$ cat config.mk
export PLATFORM = sky130hd
export DESIGN_NAME = nibble_serial_subtractor_flat
export DESIGN_NICKNAME = d
export VERILOG_FILES = /design/src/rtl/adder_pkg.sv /design/src/rtl/nibble_serial_subtractor_if.sv /design/src/rtl/nibble_sub_stage.sv /design/src/rtl/nibble_serial_subtractor.sv /design/src/flat_wrapper.sv
export SDC_FILE = /design/constraint.sdc
export NUM_CORES = 1
export LEC_CHECK = 0
export BUFFER_PORTS_ARGS = -buffer_cell sky130_fd_sc_hd__buf_2
export CAP_MARGIN = 20
export CORE_MARGIN = 2
export CORE_UTILIZATION = 58
export CTS_BUF_LIST = sky130_fd_sc_hd__clkbuf_4 sky130_fd_sc_hd__clkbuf_8
export DETAILED_ROUTE_END_ITERATION = 7
export PLACE_DENSITY = 0.83
export SLEW_MARGIN = 20
export SYNTH_ARGS = -nofsm -noshare
export SYNTH_HDL_FRONTEND = slang
export SYNTH_SLANG_ARGS = --single-unit
$ cat constraint.sdc
create_clock -name clk_i -period 4 [get_ports clk_i]
set_input_delay 0.6 -clock clk_i [delete_from_list [all_inputs] [get_ports clk_i]]
set_output_delay 0.6 -clock clk_i [all_outputs]
set_load 0.05 [all_outputs]
$ cat src/rtl/adder_pkg.sv
// Shared types and default sizing for the nibble-serial subtractor.
package adder_pkg;

  localparam int DEFAULT_TOTAL_WIDTH = 32;
  localparam int DEFAULT_NIBBLE_SIZE = 4;

  typedef enum logic [1:0] {
    IDLE = 2'd0,
    RUN  = 2'd1,
    DONE = 2'd2
  } state_e;

endpackage

$ cat src/rtl/nibble_serial_subtractor_if.sv
// Operand/result handshake bundle for nibble_serial_subtractor.
// master = operand producer / result consumer, slave = the subtractor.
interface nibble_serial_subtractor_if #(
  parameter int TOTAL_WIDTH = adder_pkg::DEFAULT_TOTAL_WIDTH
);
  logic                   in_valid_i;
  logic                   in_ready_o;
  logic [TOTAL_WIDTH-1:0] a_i;
  logic [TOTAL_WIDTH-1:0] b_i;
  logic                   bin_i;
  logic                   out_valid_o;
  logic                   out_ready_i;
  logic [TOTAL_WIDTH-1:0] diff_o;
  logic                   bout_o;
  logic                   ovf_o;

  modport master (
    output in_valid_i, a_i, b_i, bin_i, out_ready_i,
    input  in_ready_o, out_valid_o, diff_o, bout_o, ovf_o
  );

  modport slave (
    input  in_valid_i, a_i, b_i, bin_i, out_ready_i,
    output in_ready_o, out_valid_o, diff_o, bout_o, ovf_o
  );
endinterface

$ cat src/rtl/nibble_sub_stage.sv
// One nibble of subtraction expressed as a + ~b + cin (two's-complement add).
// Purely combinational; the caller owns the carry register.
module nibble_sub_stage #(
  parameter int NIBBLE_SIZE = 4
) (
  input  logic [NIBBLE_SIZE-1:0] a_i,
  input  logic [NIBBLE_SIZE-1:0] b_i,
  input  logic                   cin_i,
  output logic [NIBBLE_SIZE-1:0] sum_o,
  output logic                   cout_o
);
  logic [NIBBLE_SIZE-1:0] b_n;

  assign b_n = ~b_i;
  // Widen by one bit so the top bit of the sum is the nibble carry-out.
  assign {cout_o, sum_o} = {1'b0, a_i} + {1'b0, b_n} + {{NIBBLE_SIZE{1'b0}}, cin_i};
endmodule

$ cat src/rtl/nibble_serial_subtractor.sv
// Nibble-serial subtractor: diff = a - b - bin, one NIBBLE_SIZE slice per cycle.
// Accept in IDLE, walk nibbles LSB-first in RUN, present result in DONE until
// the consumer takes it. Optional signed-overflow flag: SUB_OVERFLOW_FLAG_EN.
// TOTAL_WIDTH must be an integer multiple of NIBBLE_SIZE.
module nibble_serial_subtractor
  import adder_pkg::*;
#(
  parameter int TOTAL_WIDTH = DEFAULT_TOTAL_WIDTH,
  parameter int NIBBLE_SIZE = DEFAULT_NIBBLE_SIZE
) (
  input logic                       clk_i,
  input logic                       rst_i,
  nibble_serial_subtractor_if.slave bus
);
  localparam int NUM_NIBBLES = TOTAL_WIDTH / NIBBLE_SIZE;
  localparam int IDX_W       = (NUM_NIBBLES > 1) ? $clog2(NUM_NIBBLES) : 1;
  localparam logic [IDX_W-1:0] LAST_IDX = IDX_W'(NUM_NIBBLES - 1);

  state_e state_q, state_d;

  logic [TOTAL_WIDTH-1:0] a_q, a_d;
  logic [TOTAL_WIDTH-1:0] b_q, b_d;
  logic [TOTAL_WIDTH-1:0] work_q, work_d;   // partial difference built in RUN
  logic [TOTAL_WIDTH-1:0] diff_q, diff_d;   // visible result, updated once per op
  logic                   carry_q, carry_d;
  logic                   bout_q, bout_d;
  logic [IDX_W-1:0]       idx_q, idx_d;

  logic [NIBBLE_SIZE-1:0] nib_a, nib_b, nib_sum;
  logic                   nib_cout;
  logic                   last_nib;
  logic                   in_ready, out_valid;

  assign nib_a    = a_q[idx_q*NIBBLE_SIZE +: NIBBLE_SIZE];
  assign nib_b    = b_q[idx_q*NIBBLE_SIZE +: NIBBLE_SIZE];
  assign last_nib = (state_q == RUN) && (idx_q == LAST_IDX);

  nibble_sub_stage #(
    .NIBBLE_SIZE(NIBBLE_SIZE)
  ) u_stage (
    .a_i   (nib_a),
    .b_i   (nib_b),
    .cin_i (carry_q),
    .sum_o (nib_sum),
    .cout_o(nib_cout)
  );

  // State register
  always_ff @(posedge clk_i) begin
    if (rst_i) state_q <= IDLE;
    else       state_q <= state_d;
  end

  // Next-state logic
  always_comb begin
    state_d = state_q;
    case (state_q)
      IDLE:    if (bus.in_valid_i)  state_d = RUN;
      RUN:     if (idx_q == LAST_IDX) state_d = DONE;
      DONE:    if (bus.out_ready_i) state_d = IDLE;
      default: state_d = IDLE;
    endcase
  end

  // Handshake outputs decoded from state
  always_comb begin
    in_ready  = (state_q == IDLE);
    out_valid = (state_q == DONE);
  end

  assign bus.in_ready_o  = in_ready;
  assign bus.out_valid_o = out_valid;
  assign bus.diff_o      = diff_q;
  assign bus.bout_o      = bout_q;

  // Datapath next values: capture on accept, one nibble per RUN cycle,
  // publish diff/bout only when the last nibble lands so outputs never glitch.
  always_comb begin
    a_d     = a_q;
    b_d     = b_q;
    work_d  = work_q;
    diff_d  = diff_q;
    carry_d = carry_q;
    bout_d  = bout_q;
    idx_d   = idx_q;
    case (state_q)
      IDLE: begin
        if (bus.in_valid_i) begin
          a_d     = bus.a_i;
          b_d     = bus.b_i;
          carry_d = ~bus.bin_i;   // a - b - bin == a + ~b + ~bin
          idx_d   = '0;
        end
      end
      RUN: begin
        work_d[idx_q*NIBBLE_SIZE +: NIBBLE_SIZE] = nib_sum;
        carry_d = nib_cout;
        idx_d   = last_nib ? '0 : idx_q + 1'b1;
        if (last_nib) begin
          diff_d = work_d;
          bout_d = ~nib_cout;
        end
      end
      default: ;
    endcase
  end

  // Datapath registers
  always_ff @(posedge clk_i) begin
    if (rst_i) begin
      a_q     <= '0;
      b_q     <= '0;
      work_q  <= '0;
      diff_q  <= '0;
      carry_q <= 1'b0;
      bout_q  <= 1'b0;
      idx_q   <= '0;
    end else begin
      a_q     <= a_d;
      b_q     <= b_d;
      work_q  <= work_d;
      diff_q  <= diff_d;
      carry_q <= carry_d;
      bout_q  <= bout_d;
      idx_q   <= idx_d;
    end
  end

`ifdef SUB_OVERFLOW_FLAG_EN
  logic ovf_q, ovf_d;

  // Signed overflow: operands differ in sign and result sign differs from a.
  always_comb begin
    ovf_d = ovf_q;
    if (last_nib)
      ovf_d = (a_q[TOTAL_WIDTH-1] ^ b_q[TOTAL_WIDTH-1]) &
              (a_q[TOTAL_WIDTH-1] ^ nib_sum[NIBBLE_SIZE-1]);
  end

  // Overflow register, updated alongside diff
  always_ff @(posedge clk_i) begin
    if (rst_i) ovf_q <= 1'b0;
    else       ovf_q <= ovf_d;
  end

  assign bus.ovf_o = ovf_q;
`else
  assign bus.ovf_o = 1'b0;
`endif

endmodule

$ cat src/flat_wrapper.sv
// flat-port wrapper written by rule: the top's interface ports become plain ports
module nibble_serial_subtractor_flat import adder_pkg::*;
#(
  parameter int TOTAL_WIDTH = DEFAULT_TOTAL_WIDTH,
  parameter int NIBBLE_SIZE = DEFAULT_NIBBLE_SIZE
)
  (clk_i, rst_i, bus_in_valid_i, bus_a_i, bus_b_i, bus_bin_i, bus_out_ready_i, bus_in_ready_o, bus_out_valid_o, bus_diff_o, bus_bout_o, bus_ovf_o);
  nibble_serial_subtractor_if #(.TOTAL_WIDTH(TOTAL_WIDTH)) bus_i ();
  input logic clk_i;
  input logic rst_i;
  input wire logic [$bits(bus_i.in_valid_i)-1:0] bus_in_valid_i;
  input wire logic [$bits(bus_i.a_i)-1:0] bus_a_i;
  input wire logic [$bits(bus_i.b_i)-1:0] bus_b_i;
  input wire logic [$bits(bus_i.bin_i)-1:0] bus_bin_i;
  input wire logic [$bits(bus_i.out_ready_i)-1:0] bus_out_ready_i;
  output wire logic [$bits(bus_i.in_ready_o)-1:0] bus_in_ready_o;
  output wire logic [$bits(bus_i.out_valid_o)-1:0] bus_out_valid_o;
  output wire logic [$bits(bus_i.diff_o)-1:0] bus_diff_o;
  output wire logic [$bits(bus_i.bout_o)-1:0] bus_bout_o;
  output wire logic [$bits(bus_i.ovf_o)-1:0] bus_ovf_o;
  assign bus_i.in_valid_i = bus_in_valid_i;
  assign bus_i.a_i = bus_a_i;
  assign bus_i.b_i = bus_b_i;
  assign bus_i.bin_i = bus_bin_i;
  assign bus_i.out_ready_i = bus_out_ready_i;
  assign bus_in_ready_o = bus_i.in_ready_o;
  assign bus_out_valid_o = bus_i.out_valid_o;
  assign bus_diff_o = bus_i.diff_o;
  assign bus_bout_o = bus_i.bout_o;
  assign bus_ovf_o = bus_i.ovf_o;
  nibble_serial_subtractor #(.TOTAL_WIDTH(TOTAL_WIDTH), .NIBBLE_SIZE(NIBBLE_SIZE)) u_core (.clk_i(clk_i), .rst_i(rst_i), .bus(bus_i));
endmodule
### Yosys cells after proc, flatten, opt, wreduce, memory -nomap -nowiden

Cells that the tools add are included.

| word-level totals | value |
|---|---|
| bits in read-only memories | 0 |
| output and inout bits | 36 |
| memories kept | 0 |
| bits in registers | 135 |
| memory bits (writable) | 0 |
| latch bits | 0 |

| cells by class | value |
|---|---|
| add/sub/neg operators | 4 |
| reductions and logical operators | 7 |
| multiply operators | 0 |
| bitwise gates (word level) | 3 |
| $lt $le $gt $ge | 0 |
| mux-type cells | 10 |
| shifts and indexed selects | 4 |
| equal/unequal tests | 6 |
| div/mod/pow operators | 0 |

Operator list:

| kind | count |
|---|---|
| $shiftx A32 B6 Y4 | 2 |
| $neg A5 Y34 | 1 |
| $shift A4 B34 Y32 const A | 1 |
| $shiftx A4 B34 Y32 | 1 |
| $bwmux W32 | 1 |
| $mux W2 | 3 |
| $mux W3 | 2 |
| $ne A2 B2 Y1 const B | 3 |
| $pmux W2 S3 | 1 |
| $pmux W3 S2 | 1 |
| $reduce_and A2 Y1 | 3 |
| $add A4 B4 Y5 | 1 |
| $add A5 B1 Y5 | 1 |
| $not A4 Y4 | 1 |
| $add A3 B1 Y3 const B | 1 |
| $eq A3 B3 Y1 const B | 1 |
| $reduce_and A3 Y1 | 1 |
| $eq A2 B1 Y1 const B | 1 |
| $eq A2 B2 Y1 const B | 1 |
| $logic_not A2 Y1 | 1 |
| $not A1 Y1 | 2 |
| $pmux W1 S2 | 1 |
| $reduce_bool A2 Y1 | 1 |
| $logic_and A1 B1 Y1 | 1 |
| $mux W1 | 1 |

### Longest topological paths before layout

Gate-level depths: netlist of run 1.

| depth | value |
|---|---|
| depth after elaboration | 6 |
| gate-level depth with buffers | 12 |
| depth with buffers taken out | 10 |

### Hierarchy

From an unflattened synthesis of run 1, not the netlist that was laid out.

| unflattened totals | value |
|---|---|
| cells, all modules | 729 |
| area total of the unflattened synthesis | 6,211.0 µm² |

By module, submodules not included:

| module | instances | cells an instance | seq. area each (µm²) | area an instance (µm²) |
|---|---|---|---|---|
| nibble_serial_subtractor | 1 | 710 | 2,702.6 | 6,058.3 |
| nibble_sub_stage | 1 | 19 | 0.0 | 152.6 |

### Least setup slack after synthesis of run 1

No wires, ideal clock.

| timing | value |
|---|---|
| path type | register to register |
| start | register u_core.idx_q[0] |
| end | register u_core.diff_q[14] (netlist: u_core.bus.diff_o[14]) |
| clock period less this slack | 3.366 ns |
| path slack | 0.634 ns |
| stages on the path, launching flop included | 12 |
| library setup time | 0.086 ns |
| arrival | 3.280 ns |
| buffers on the path | 2 |
| cell sequence | dfxtp_1 -> buf_2 -> buf_2 -> mux4_2 -> nand2_1 -> nand2_1 -> fa_1 -> fa_1 -> xor2_1 -> nor2_1 -> mux2i_1 -> a211oi_1 |

| between the ends | value |
|---|---|
| cells in the longest elaborated chain, start to end | 6 |
| elaborated cells between the ends (all ways) | 12 |
| those cells by class | add/sub: 3; eq/ne: 1; shift: 4; mux: 1; bitwise: 1; reduce/logical: 2 |

RTL lines:

| what | line | source |
|---|---|---|
| start: declaration | nibble_serial_subtractor.sv:27 | `logic [IDX_W-1:0] idx_q, idx_d;` |
| start signal: assignment | nibble_serial_subtractor.sv:125 | `idx_q <= idx_d;` |
| $shiftx A32 B6 Y4 | nibble_serial_subtractor.sv:35 | `assign nib_b = b_q[idx_q*NIBBLE_SIZE +: NIBBLE_SIZE];` |
| $not A4 Y4 | nibble_sub_stage.sv:14 | `assign b_n = ~b_i;` |
| $add A4 B4 Y5 | nibble_sub_stage.sv:16 | `assign {cout_o, sum_o} = {1'b0, a_i} + {1'b0, b_n} + {{NIBBLE_SIZE{1'b0}}, cin_i};` |
| $add A5 B1 Y5 | nibble_sub_stage.sv:16 |  |
| $shiftx A4 B34 Y32 | nibble_serial_subtractor.sv:96 | `work_d[idx_q*NIBBLE_SIZE +: NIBBLE_SIZE] = nib_sum;` |
| $bwmux W32 | nibble_serial_subtractor.sv:96 |  |
| end signal: assignment | nibble_serial_subtractor.sv:122 | `diff_q <= diff_d;` |
| end: declaration | nibble_serial_subtractor.sv:24 | `logic [TOTAL_WIDTH-1:0] diff_q, diff_d;` |

Several ways; a longest one is shown, not always the timed one.
A chain may end at the register's enable or synchronous reset.

### Final worst setup path of run 1

| timing | value |
|---|---|
| start | register u_core.idx_q[0] |
| end | register u_core.diff_q[22] (netlist: u_core.bus.diff_o[22]) |

The elaborated chain is that of the path after synthesis.

==> impl_metrics.json, run 1 <==
{
  "synth-warning-count": 0,
  "number_of_distinct_library_cells_after_synthesis": 35,
  "finalHoldViolations": 0,
  "wire_length_of_the_first_global_routing_pass_um": 22900,
  "fp.coreArea_um2": 9730,
  "grt_busiest_layer": "met2",
  "synth_enable_flop_cells": 0,
  "final_cells": 899,
  "die_area_um2": 10800,
  "crit_path_end_kind": "flip-flop",
  "cap_violations": 0,
  "filler_cell_count": 759,
  "final_core_utilization": 0.700,
  "gr-usage-met2": 0.438,
  "dpl.cell_count": 867,
  "tritoncts": "built",
  "stdcell_area_um2": 6810,
  "synth-xor-area-share": 0.00452,
  "synthSimpleGateAreaFrac": 0.208,
  "cts-htree-levels": 4,
  "portion_of_netlist_area_occupied_by_mux_cells": 0.134,
  "timing_worst_slew_pin_value_ns": 0.999,
  "synth_flop_cell": "sky130_fd_sc_hd__dfxtp_1",
  "start_util": 0.597,
  "globalRouteTotalUtil": 0.259,
  "placed_area_um2": 6340,
  "layout-area-overhead-vs-synth_pct": 17.2,
  "crit_path_end": "u_core.bus.diff_o[22]",
  "cts_buffers": 17,
  "cts_repair_resize_count": 0,
  "arrival_ns": 3.83,
  "achievable-frequency_ghz": 0.287,
  "globalRoute.totalOverflow": 0,
  "final_max_slew_viol_count": 0,
  "final-setup-viol-count": 0,
  "dr_total_vias": 5030,
  "clk_path_buf_depth": 2,
  "routed_wire_length_per_instance_um": 15.0,
  "reg2reg_slack_ns": 0.51,
  "synth_top_area_frac": 0.465,
  "power_density_nw_per_um2": 451,
  "detail-route-antenna-nets": 0,
  "peakVddDrop_uv": 233,
  "critPathLaunchType": "flip-flop",
  "grt_use_met1": 0.332,
  "worst_hold_slack_ns": 0.395,
  "dominant_combinational_cell_family_by_area_after_synthesis": "simple AND/OR/NAND/NOR gates",
  "drt-pass1-iter-count": 5,
  "synth.area.top_cells": "sky130_fd_sc_hd__dfxtp_1 (47%), sky130_fd_sc_hd__nand2_1 (9.9%), sky130_fd_sc_hd__mux2i_1 (7.2%), sky130_fd_sc_hd__a21oi_1 (7.1%), sky130_fd_sc_hd__mux4_2 (6.2%)",
  "r2r_start": "u_core.idx_q[0]",
  "hold_path.class": "in2reg",
  "postSynthCellCount": 679,
  "cts.sinks": 135,
  "detailed_place_hpwl_um": 9220,
  "netlist.top_cell.by_area": "sky130_fd_sc_hd__dfxtp_1",
  "finalCriticalPeriod_ns": 3.49,
  "rows": 36,
  "criticalPathCategory": "reg2reg",
  "ctsHoldBuffers": 0,
  "dieHeight_um": 104,
  "leakage_uw": 0.00280,
  "synth_fa_ha_area_frac": 0.0220,
  "fin_skew_ns": 0.00846,
  "post_route_cells_drive_above_1_share": 0.213,
  "final_min_period_over_clock_period": 0.872,
  "route.detailed.vias_per_inst": 5.60,
  "ios": 105,
  "cts_root_buf": "sky130_fd_sc_hd__clkbuf_8",
  "post_synth_most_frequent_cells": "sky130_fd_sc_hd__nand2_1 (154), sky130_fd_sc_hd__dfxtp_1 (135), sky130_fd_sc_hd__a21oi_1 (83)",
  "critical_path_peak_fanout": 8,
  "synth_seq_area_share": 0.465,
  "r2r-end": "u_core.bus.diff_o[22]",
  "synthMostInstantiatedCell": "sky130_fd_sc_hd__nand2_1",
  "final_nets": 831,
  "timing.max_slew.rel_slack": 0.334,
  "insertion_delay_to_the_later_sink_of_the_worst_skew_pair_ns": 0.43,
  "cp-startpoint": "u_core.idx_q[0]",
  "area_fraction_in_compound_gates_after_synthesis": 0.124,
  "cts.clk_slew.worst_paths_ns": 0.08,
  "required_ns": 4.35,
  "antennaDiodeCount": 0,
  "count_of_buffers_inserted_at_the_top_level_ports": 103,
  "route.final.wire_length_um": 13400,
  "avgSynthCellArea_um2": 8.56,
  "setup_repair_after_global_routing_missed_its_margin": "false",
  "drcViolationCount": 0,
  "first_iter_violations": 310,
  "postSynthRegisterBits": 135,
  "gr-usage-met3": 0.0564,
  "floorplan.die.width_um": 104,
  "timing.hold.worst_path_depth": 3,
  "asyncSetResetFlopFracSynth": 0,
  "first_global_vias": 4878,
  "maximum_number_of_pins_on_one_net_before_global_route_repair": 115,
  "timing.setup.tns_ns": 0,
  "synth.cell_area_um2": 5810,
  "cts_post_setup_buffers_inserted": 0,
  "status": "complete, no violations",
  "gp_congestion": 0.834,
  "antenna_found_initial": 0,
  "synth_fp_nets": 757,
  "r2r_cells": 9
}
[how the worst min path moves through the flow]
stage                endpoint  slack (ns)            from
3_3_place_gp   u_core.b_q[31]        0.44  u_core.b_q[31]
5_1_grt        u_core.b_q[29]        0.39     bus_b_i[29]
6_report        u_core.a_q[9]        0.39      bus_a_i[9]
2_1_floorplan  u_core.a_q[10]        0.43  u_core.a_q[10]
3_5_place_dp    u_core.b_q[0]        0.45   u_core.b_q[0]
4_1_cts         u_core.a_q[9]        0.37      bus_a_i[9]
[flip-flops by register name, indices dropped and copies added (netlist names)]
| signal | flops |
|---|---|
| u_core.idx_q | 3 |
| u_core.bus.diff_o | 32 |
| u_core.bus.bout_o | 1 |
| u_core.a_q | 32 |
| u_core.work_q | 32 |
| u_core.b_q | 32 |
| u_core.state_q | 2 |
| u_core.carry_q | 1 |
[per-stage QoR]
stage                     power (µW)  worst slack, ns
final                           3070            0.512
after global routing            3190            0.235
after CTS                       3080            0.490
after detailed placement        1800            0.514
after global placement          1790            0.657
after floorplan                 1690            0.634
[cell usage in the layout, fill, tap and decap left out, drive strengths merged, types with 4 or more instances in the layout]
master / count
nor2b: 4
nand2b: 8
bufinv: 5
mux2i: 42
nand3: 5
a211oi: 25
ha: 7
nand2: 154
clkinv: 4
buf: 109
nor3: 12
mux4: 16
a21oi: 83
nand3b: 8
and2: 4
nor2: 80
inv: 7
clkbuf: 20
o21ai: 10
a311oi: 5
dfxtp: 135
[layer usage]
| metal | part of all wire | wire (µm) |
|---|---|---|
| met1 | 0.43 | 5820 |
| met2 | 0.49 | 6630 |
| met3 | 0.057 | 771 |
| met4 | 0.017 | 227 |
| met5 | 0 | 0 |
[kinds of logic after synthesis]
logic type | after synthesis
buf+inv | 61
simple gates | 285
fa+ha+maj | 9
flops | 135
mux | 58
xor+xnor | 3
compound gates | 127
other cells | 1
[layout make-up]
type	count	area [µm²]	area share
Multi-Input combinational cell	483	2870	0.422
Sequential cell	135	2700	0.397
Timing Repair Buffer	109	579	0.0851
Clock buffer	20	263	0.0386
Clock inverter	12	200	0.0294
Tap cell	133	166	0.0244
Inverter	7	26.3	0.00386
[critical path, stage by stage (launching register included)]
cell                       delay, ns
sky130_fd_sc_hd__dfxtp_1        0.66
sky130_fd_sc_hd__mux4_2         0.57
sky130_fd_sc_hd__nand2_1        0.08
sky130_fd_sc_hd__nand2_1        0.07
sky130_fd_sc_hd__fa_1           0.44
sky130_fd_sc_hd__fa_1           0.44
sky130_fd_sc_hd__xor2_1         0.22
sky130_fd_sc_hd__nor2_1         0.49
sky130_fd_sc_hd__mux2i_1        0.16
sky130_fd_sc_hd__a211oi_1       0.27
[where the power goes]
part	internal, µW	leakage, µW	switching, µW	total, µW
combinational	137	0.00147	217	354
sequential	1390	0.00110	31.6	1420
clock	772	0.000226	519	1290
Power figures use the tool's default switching activity.
==> inputs of run 2 (changes only) <==
Settings changed: CORE_ASPECT_RATIO set to 0.9.
==> run 2 against run 1 <==
Effect of this change: highest routed layer unchanged; via count is 0.58% higher; die area hardly changed; global-route usage is 0.19 points higher; fmax is 2.8% lower; sequential power hardly changed; non-clock buffer count is 3 higher; first-iteration DRC count is 40% higher; largest power group unchanged; clock power is 19% lower; routed wire length is 0.54% higher; largest cell class unchanged.
==> impl_metrics.json, run 2 (same netlist as run 1, synthesis figures left out) <==
{
  "achievable-frequency_ghz": 0.279,
  "placed_area_um2": 6340,
  "cts.clk_slew.worst_paths_ns": 0.08,
  "cap_violations": 0,
  "cts_post_setup_buffers_inserted": 0,
  "critical_path_peak_fanout": 16,
  "final_max_slew_viol_count": 0,
  "first_global_vias": 4762,
  "die_area_um2": 10800,
  "hold_path.class": "in2reg",
  "cts_buffers": 17,
  "chain_of_cells_forming_the_critical_path": "mux4_2, nand2_1, nand2_1, fa_1, fa_1, xor2_1, nor2_1, mux2i_1, a211oi_1",
  "ctsHoldBuffers": 0,
  "arrival_ns": 3.93,
  "detailed_place_hpwl_um": 9450,
  "cts_root_buf": "sky130_fd_sc_hd__clkbuf_8",
  "dieHeight_um": 99.0,
  "critPathLaunchType": "flip-flop",
  "peakVddDrop_uv": 254,
  "timing.setup.tns_ns": 0,
  "status": "complete, no violations",
  "most-common-layout-cells": "sky130_fd_sc_hd__nand2_1 (153), sky130_fd_sc_hd__dfxtp_1 (135), sky130_fd_sc_hd__buf_2 (102)",
  "route.final.wire_length_um": 13500,
  "setup_repair_after_global_routing_missed_its_margin": "false",
  "gp_congestion": 0.854,
  "fp.coreArea_um2": 9700,
  "final-setup-viol-count": 0,
  "antennaDiodeCount": 0,
  "first_iter_violations": 435,
  "globalRouteTotalUtil": 0.261,
  "max_stage_delay_ns": 0.78,
  "final_min_period_over_clock_period": 0.897,
  "timing_worst_slew_pin_value_ns": 1.10,
  "required_ns": 4.34,
  "layout-area-overhead-vs-synth_pct": 15.5,
  "route.detailed.vias_per_inst": 5.65,
  "r2r_cells": 9,
  "crit_path_end_kind": "flip-flop",
  "floorplan.die.width_um": 110,
  "routed_wire_length_per_instance_um": 15.1,
  "layout_commonest_cell": "sky130_fd_sc_hd__nand2_1",
  "insertion_delay_to_the_later_sink_of_the_worst_skew_pair_ns": 0.44,
  "cts-htree-levels": 4,
  "crit_path_top_delay_cell": "sky130_fd_sc_hd__dfxtp_1",
  "power_density_nw_per_um2": 422,
  "criticalPathCategory": "reg2reg",
  "detail-route-antenna-nets": 0,
  "drt-pass1-iter-count": 5,
  "clk_path_buf_depth": 2,
  "wire_length_of_the_first_global_routing_pass_um": 22300,
  "finalCriticalPeriod_ns": 3.59,
  "rows": 34,
  "fin_skew_ns": 0.0102,
  "final_nets": 834,
  "timing.max_slew.rel_slack": 0.269,
  "tritoncts": "built",
  "dr_total_vias": 5059,
  "finalHoldViolations": 0,
  "cts_repair_resize_count": 0,
  "post_route_cells_drive_above_1_share": 0.216,
  "antenna_found_initial": 0,
  "final_core_utilization": 0.692,
  "worst_hold_slack_ns": 0.393,
  "start_util": 0.599,
  "timing.hold.worst_path_depth": 3,
  "ios": 105,
  "count_of_buffers_inserted_at_the_top_level_ports": 103,
  "stdcell_area_um2": 6710,
  "maximum_number_of_pins_on_one_net_before_global_route_repair": 112,
  "leakage_uw": 0.00277,
  "drcViolationCount": 0,
  "cts.sinks": 135,
  "globalRoute.totalOverflow": 0
}
[run 2: changes by cell type in the layout (fill, tap and decap cells not counted), sizes merged]
cell,delta
bufinv,-4
buf,+3
clkinv,+3
inv,+1
[run 2: final timing paths]
kind / startpoint / to / slack (ns)
setup / recovery: u_core.idx_q[0] / u_core.bus.diff_o[30] / 0.41
hold / removal: bus_b_i[14] / u_core.b_q[14] / 0.39
setup reg to reg: u_core.idx_q[0] / u_core.bus.diff_o[30] / 0.41
hold reg to reg: u_core.a_q[17] / u_core.a_q[17] / 0.46
[run 2: cell type report]
cell class / count / area (µm²)
Timing Repair Buffer: 112 / 586
Fill cell: 747 / 2990
Clock inverter: 12 / 104
Sequential cell: 135 / 2700
Clock buffer: 20 / 263
Inverter: 7 / 26.3
Tap cell: 126 / 158
Multi-Input combinational cell: 483 / 2870
[run 2: per-stage QoR]
stage	worst slack, ns	power, µW	std cells
after floorplan	0.634	1690	679
after global placement	0.552	1800	863
after detailed placement	0.451	1810	863
after CTS	0.435	2840	895
after global routing	0.169	2960	895
final	0.412	2830	895
[run 2: power breakdown]
part | total, µW | switching (µW) | internal, µW
registers | 1420 | 33.0 | 1390
clock network | 1050 | 527 | 518
logic | 364 | 221 | 142
total | 2830 | 781 | 2050
[run 2: routing by layer]
layer  share of wire  track usage  wire length [µm]
met1            0.46        0.360              6150
met2            0.47        0.407              6400
met3           0.063       0.0714               853
met4          0.0080       0.0643               108
met5               0            0                 0
[run 2: worst max-delay path: cells and delay by family (launching register included)]
kind                     cells  cell delay (ns)
adder cells (fa/ha/maj)      2             0.89
flip-flops                   1             0.78
multiplexers                 2             0.73
AND/OR/NAND/NOR              3             0.62
AO/OA/AOI/OAI                1             0.25
XOR/XNOR                     1             0.23
==> inputs of run 3 (changes only) <==
Settings changed: BUFFER_PORTS_ARGS -buffer_cell sky130_fd_sc_hd__buf_2 to -buffer_cell sky130_fd_sc_hd__clkbuf_2.
==> run 3 against run 2 <==
Effect of this change: sequential cell count stayed put; worst hold slack worse by 0.019 ns; first-iteration DRC count shrank 7.4%; critical path type unchanged; highest routed layer unchanged.
==> impl_metrics.json, run 3 (same netlist as run 1, synthesis figures left out) <==
{
  "tritoncts": "built",
  "leakage_uw": 0.00276,
  "cts_buffers": 17,
  "placed_area_um2": 6350,
  "count_of_buffers_inserted_at_the_top_level_ports": 103,
  "combinationalPowerShare": 0.129,
  "most-common-layout-cells": "sky130_fd_sc_hd__nand2_1 (153), sky130_fd_sc_hd__dfxtp_1 (135), sky130_fd_sc_hd__clkbuf_2 (102)",
  "first_iter_violations": 403,
  "final_nets": 835,
  "dr.max_layer_used": "met4",
  "critical_path_peak_fanout": 13,
  "cap_violations": 0,
  "dr_total_vias": 5066,
  "layout_commonest_cell": "sky130_fd_sc_hd__nand2_1",
  "ios": 105,
  "route.final.wire_length_um": 13900,
  "power_density_nw_per_um2": 426,
  "rows": 34,
  "stdcell_area_um2": 6730,
  "start_util": 0.599,
  "dieHeight_um": 99.0,
  "r2r_start": "u_core.idx_q[0]",
  "cts-htree-levels": 4,
  "sequential_cell_area_um2": 2700,
  "post_route_cells_drive_above_1_share": 0.216,
  "final-setup-viol-count": 0,
  "r2r-end": "u_core.bus.diff_o[22]",
  "cp-startpoint": "u_core.idx_q[0]",
  "cts.clk_slew.worst_paths_ns": 0.07,
  "finalHoldViolations": 0,
  "crit_path_top_delay_cell": "sky130_fd_sc_hd__dfxtp_1",
  "layout-area-overhead-vs-synth_pct": 15.9,
  "final_min_period_over_clock_period": 0.881,
  "floorplan.die.width_um": 110,
  "timing.setup.tns_ns": 0,
  "clk_path_buf_depth": 2,
  "maximum_number_of_pins_on_one_net_before_global_route_repair": 105,
  "switching_power_uw": 760,
  "antenna_found_initial": 0,
  "r2r_cells": 9,
  "gp_congestion": 0.856,
  "timing.max_slew.rel_slack": 0.322,
  "required_ns": 4.36,
  "ctsHoldBuffers": 0,
  "finalCriticalPeriod_ns": 3.52,
  "detailed_place_hpwl_um": 9730,
  "achievable-frequency_ghz": 0.284,
  "filler_cell_count": 739,
  "hold_path.class": "in2reg",
  "routed-wl-met3_um": 849,
  "worst-path-buf-inv": 0,
  "cts.sinks": 135,
  "clock_power_share": 0.374,
  "detail-route-antenna-nets": 0,
  "criticalPathCategory": "reg2reg",
  "final_max_slew_viol_count": 0,
  "cts_repair_resize_count": 0,
  "globalRouteTotalUtil": 0.267,
  "crit_path_end_kind": "flip-flop",
  "reg2reg_slack_ns": 0.48,
  "die_area_um2": 10800,
  "routed_wire_length_per_instance_um": 15.5,
  "fp.coreArea_um2": 9700,
  "first_global_vias": 4873,
  "met2WireLength_um": 6660,
  "max_stage_delay_ns": 0.63,
  "power.internal_uw": 2110,
  "crit_path_end": "u_core.bus.diff_o[22]",
  "peakVddDrop_uv": 294,
  "power.sequential.fraction": 0.496,
  "critPathLaunchType": "flip-flop",
  "multiInputGateArea_um2": 2870,
  "drt-pass1-iter-count": 5,
  "cp_num_cells": 9,
  "cts_post_setup_buffers_inserted": 0,
  "insertion_delay_to_the_later_sink_of_the_worst_skew_pair_ns": 0.44,
  "cts_root_buf": "sky130_fd_sc_hd__clkbuf_8",
  "chain_of_cells_forming_the_critical_path": "mux4_2, nand2_1, nand2_1, fa_1, fa_1, xor2_1, nor2_1, mux2i_1, a211oi_1",
  "antennaDiodeCount": 0,
  "timing.critical_path.max_delay_family": "adder cells",
  "status": "complete, no violations",
  "fin_skew_ns": 0.00950,
  "routedLengthMet1_um": 6220,
  "setup_repair_after_global_routing_missed_its_margin": "false",
  "wire_length_of_the_first_global_routing_pass_um": 22900,
  "timing_worst_slew_pin_value_ns": 1.02,
  "arrival_ns": 3.88,
  "drcViolationCount": 0,
  "route.detailed.vias_per_inst": 5.66,
  "sw_frac_of_total": 0.265,
  "globalRoute.totalOverflow": 0
}
==> run 3: cell types whose count changed in the layout (fill, tap and decap cells not counted) <==
| cell | previous run | this run |
|---|---|---|
| sky130_fd_sc_hd__and2_2 | 1 | 0 |
| sky130_fd_sc_hd__and2_4 | 0 | 1 |
| sky130_fd_sc_hd__buf_2 | 102 | 0 |
| sky130_fd_sc_hd__buf_4 | 10 | 11 |
| sky130_fd_sc_hd__clkbuf_2 | 0 | 102 |
| sky130_fd_sc_hd__clkbuf_4 | 2 | 3 |
| sky130_fd_sc_hd__clkbuf_8 | 18 | 21 |
| sky130_fd_sc_hd__clkinv_2 | 5 | 2 |
| sky130_fd_sc_hd__clkinv_4 | 2 | 0 |
| sky130_fd_sc_hd__clkinvlp_4 | 3 | 4 |
| sky130_fd_sc_hd__inv_6 | 1 | 0 |
==> run 3: power by group through the flow <==
stage / registers, µW / clock network (µW) / logic (µW)
floorplan: 1440 / 0 / 253
global placement: 1450 / 0 / 348
detailed placement: 1450 / 0 / 366
CTS: 1420 / 1080 / 368
global route: 1430 / 1140 / 407
finish: 1420 / 1070 / 371
==> run 3: worst min-delay path by stage <==
stage | from | end | slack, ns | cells past startpoint
after floorplan | u_core.a_q[10] | u_core.a_q[10] | 0.43 | 2
after global placement | u_core.a_q[1] | u_core.a_q[1] | 0.44 | 2
after detailed placement | u_core.b_q[26] | u_core.b_q[26] | 0.45 | 2
after CTS | bus_a_i[30] | u_core.a_q[30] | 0.37 | 3
after global routing | bus_b_i[15] | u_core.b_q[15] | 0.37 | 3
final | bus_a_i[26] | u_core.a_q[26] | 0.37 | 3
==> run 3: worst min-delay path, stage by stage <==
cell                       delay (ns)
sky130_fd_sc_hd__clkbuf_2        0.08
sky130_fd_sc_hd__nand2_1         0.04
sky130_fd_sc_hd__a21oi_1         0.05
==> run 3: layer usage <==
metal | vias to the layer above | GRT usage
met2 | 178 | 0.424
li1 | 2460 | -
met5 | - | 0
met1 | 2407 | 0.361
met4 | 0 | 0.0857
met3 | 21 | 0.0628
==> run 3: through the flow <==
step | setup slack [ns] | hold slack, ns | power, µW | instances | utilization
final | 0.475 | 0.375 | 2870 | 895 | 0.694
after global routing | 0.265 | 0.370 | 2970 | 895 | 0.694
after CTS | 0.521 | 0.369 | 2870 | 895 | 0.694
after detailed placement | 0.533 | 0.447 | 1820 | 864 | 0.655
after global placement | 0.704 | 0.441 | 1800 | 864 | 0.655
after floorplan | 0.634 | 0.433 | 1690 | 679 | -
==> run 3: cell type report <==
cell class	count	area share
repair buffers	113	0.0881
clock buffers	24	0.0463
well taps	126	0.0234
clock inverters	7	0.0104
multi-input cells	483	0.426
flip-flops and latches	135	0.401
inverters	7	0.00390
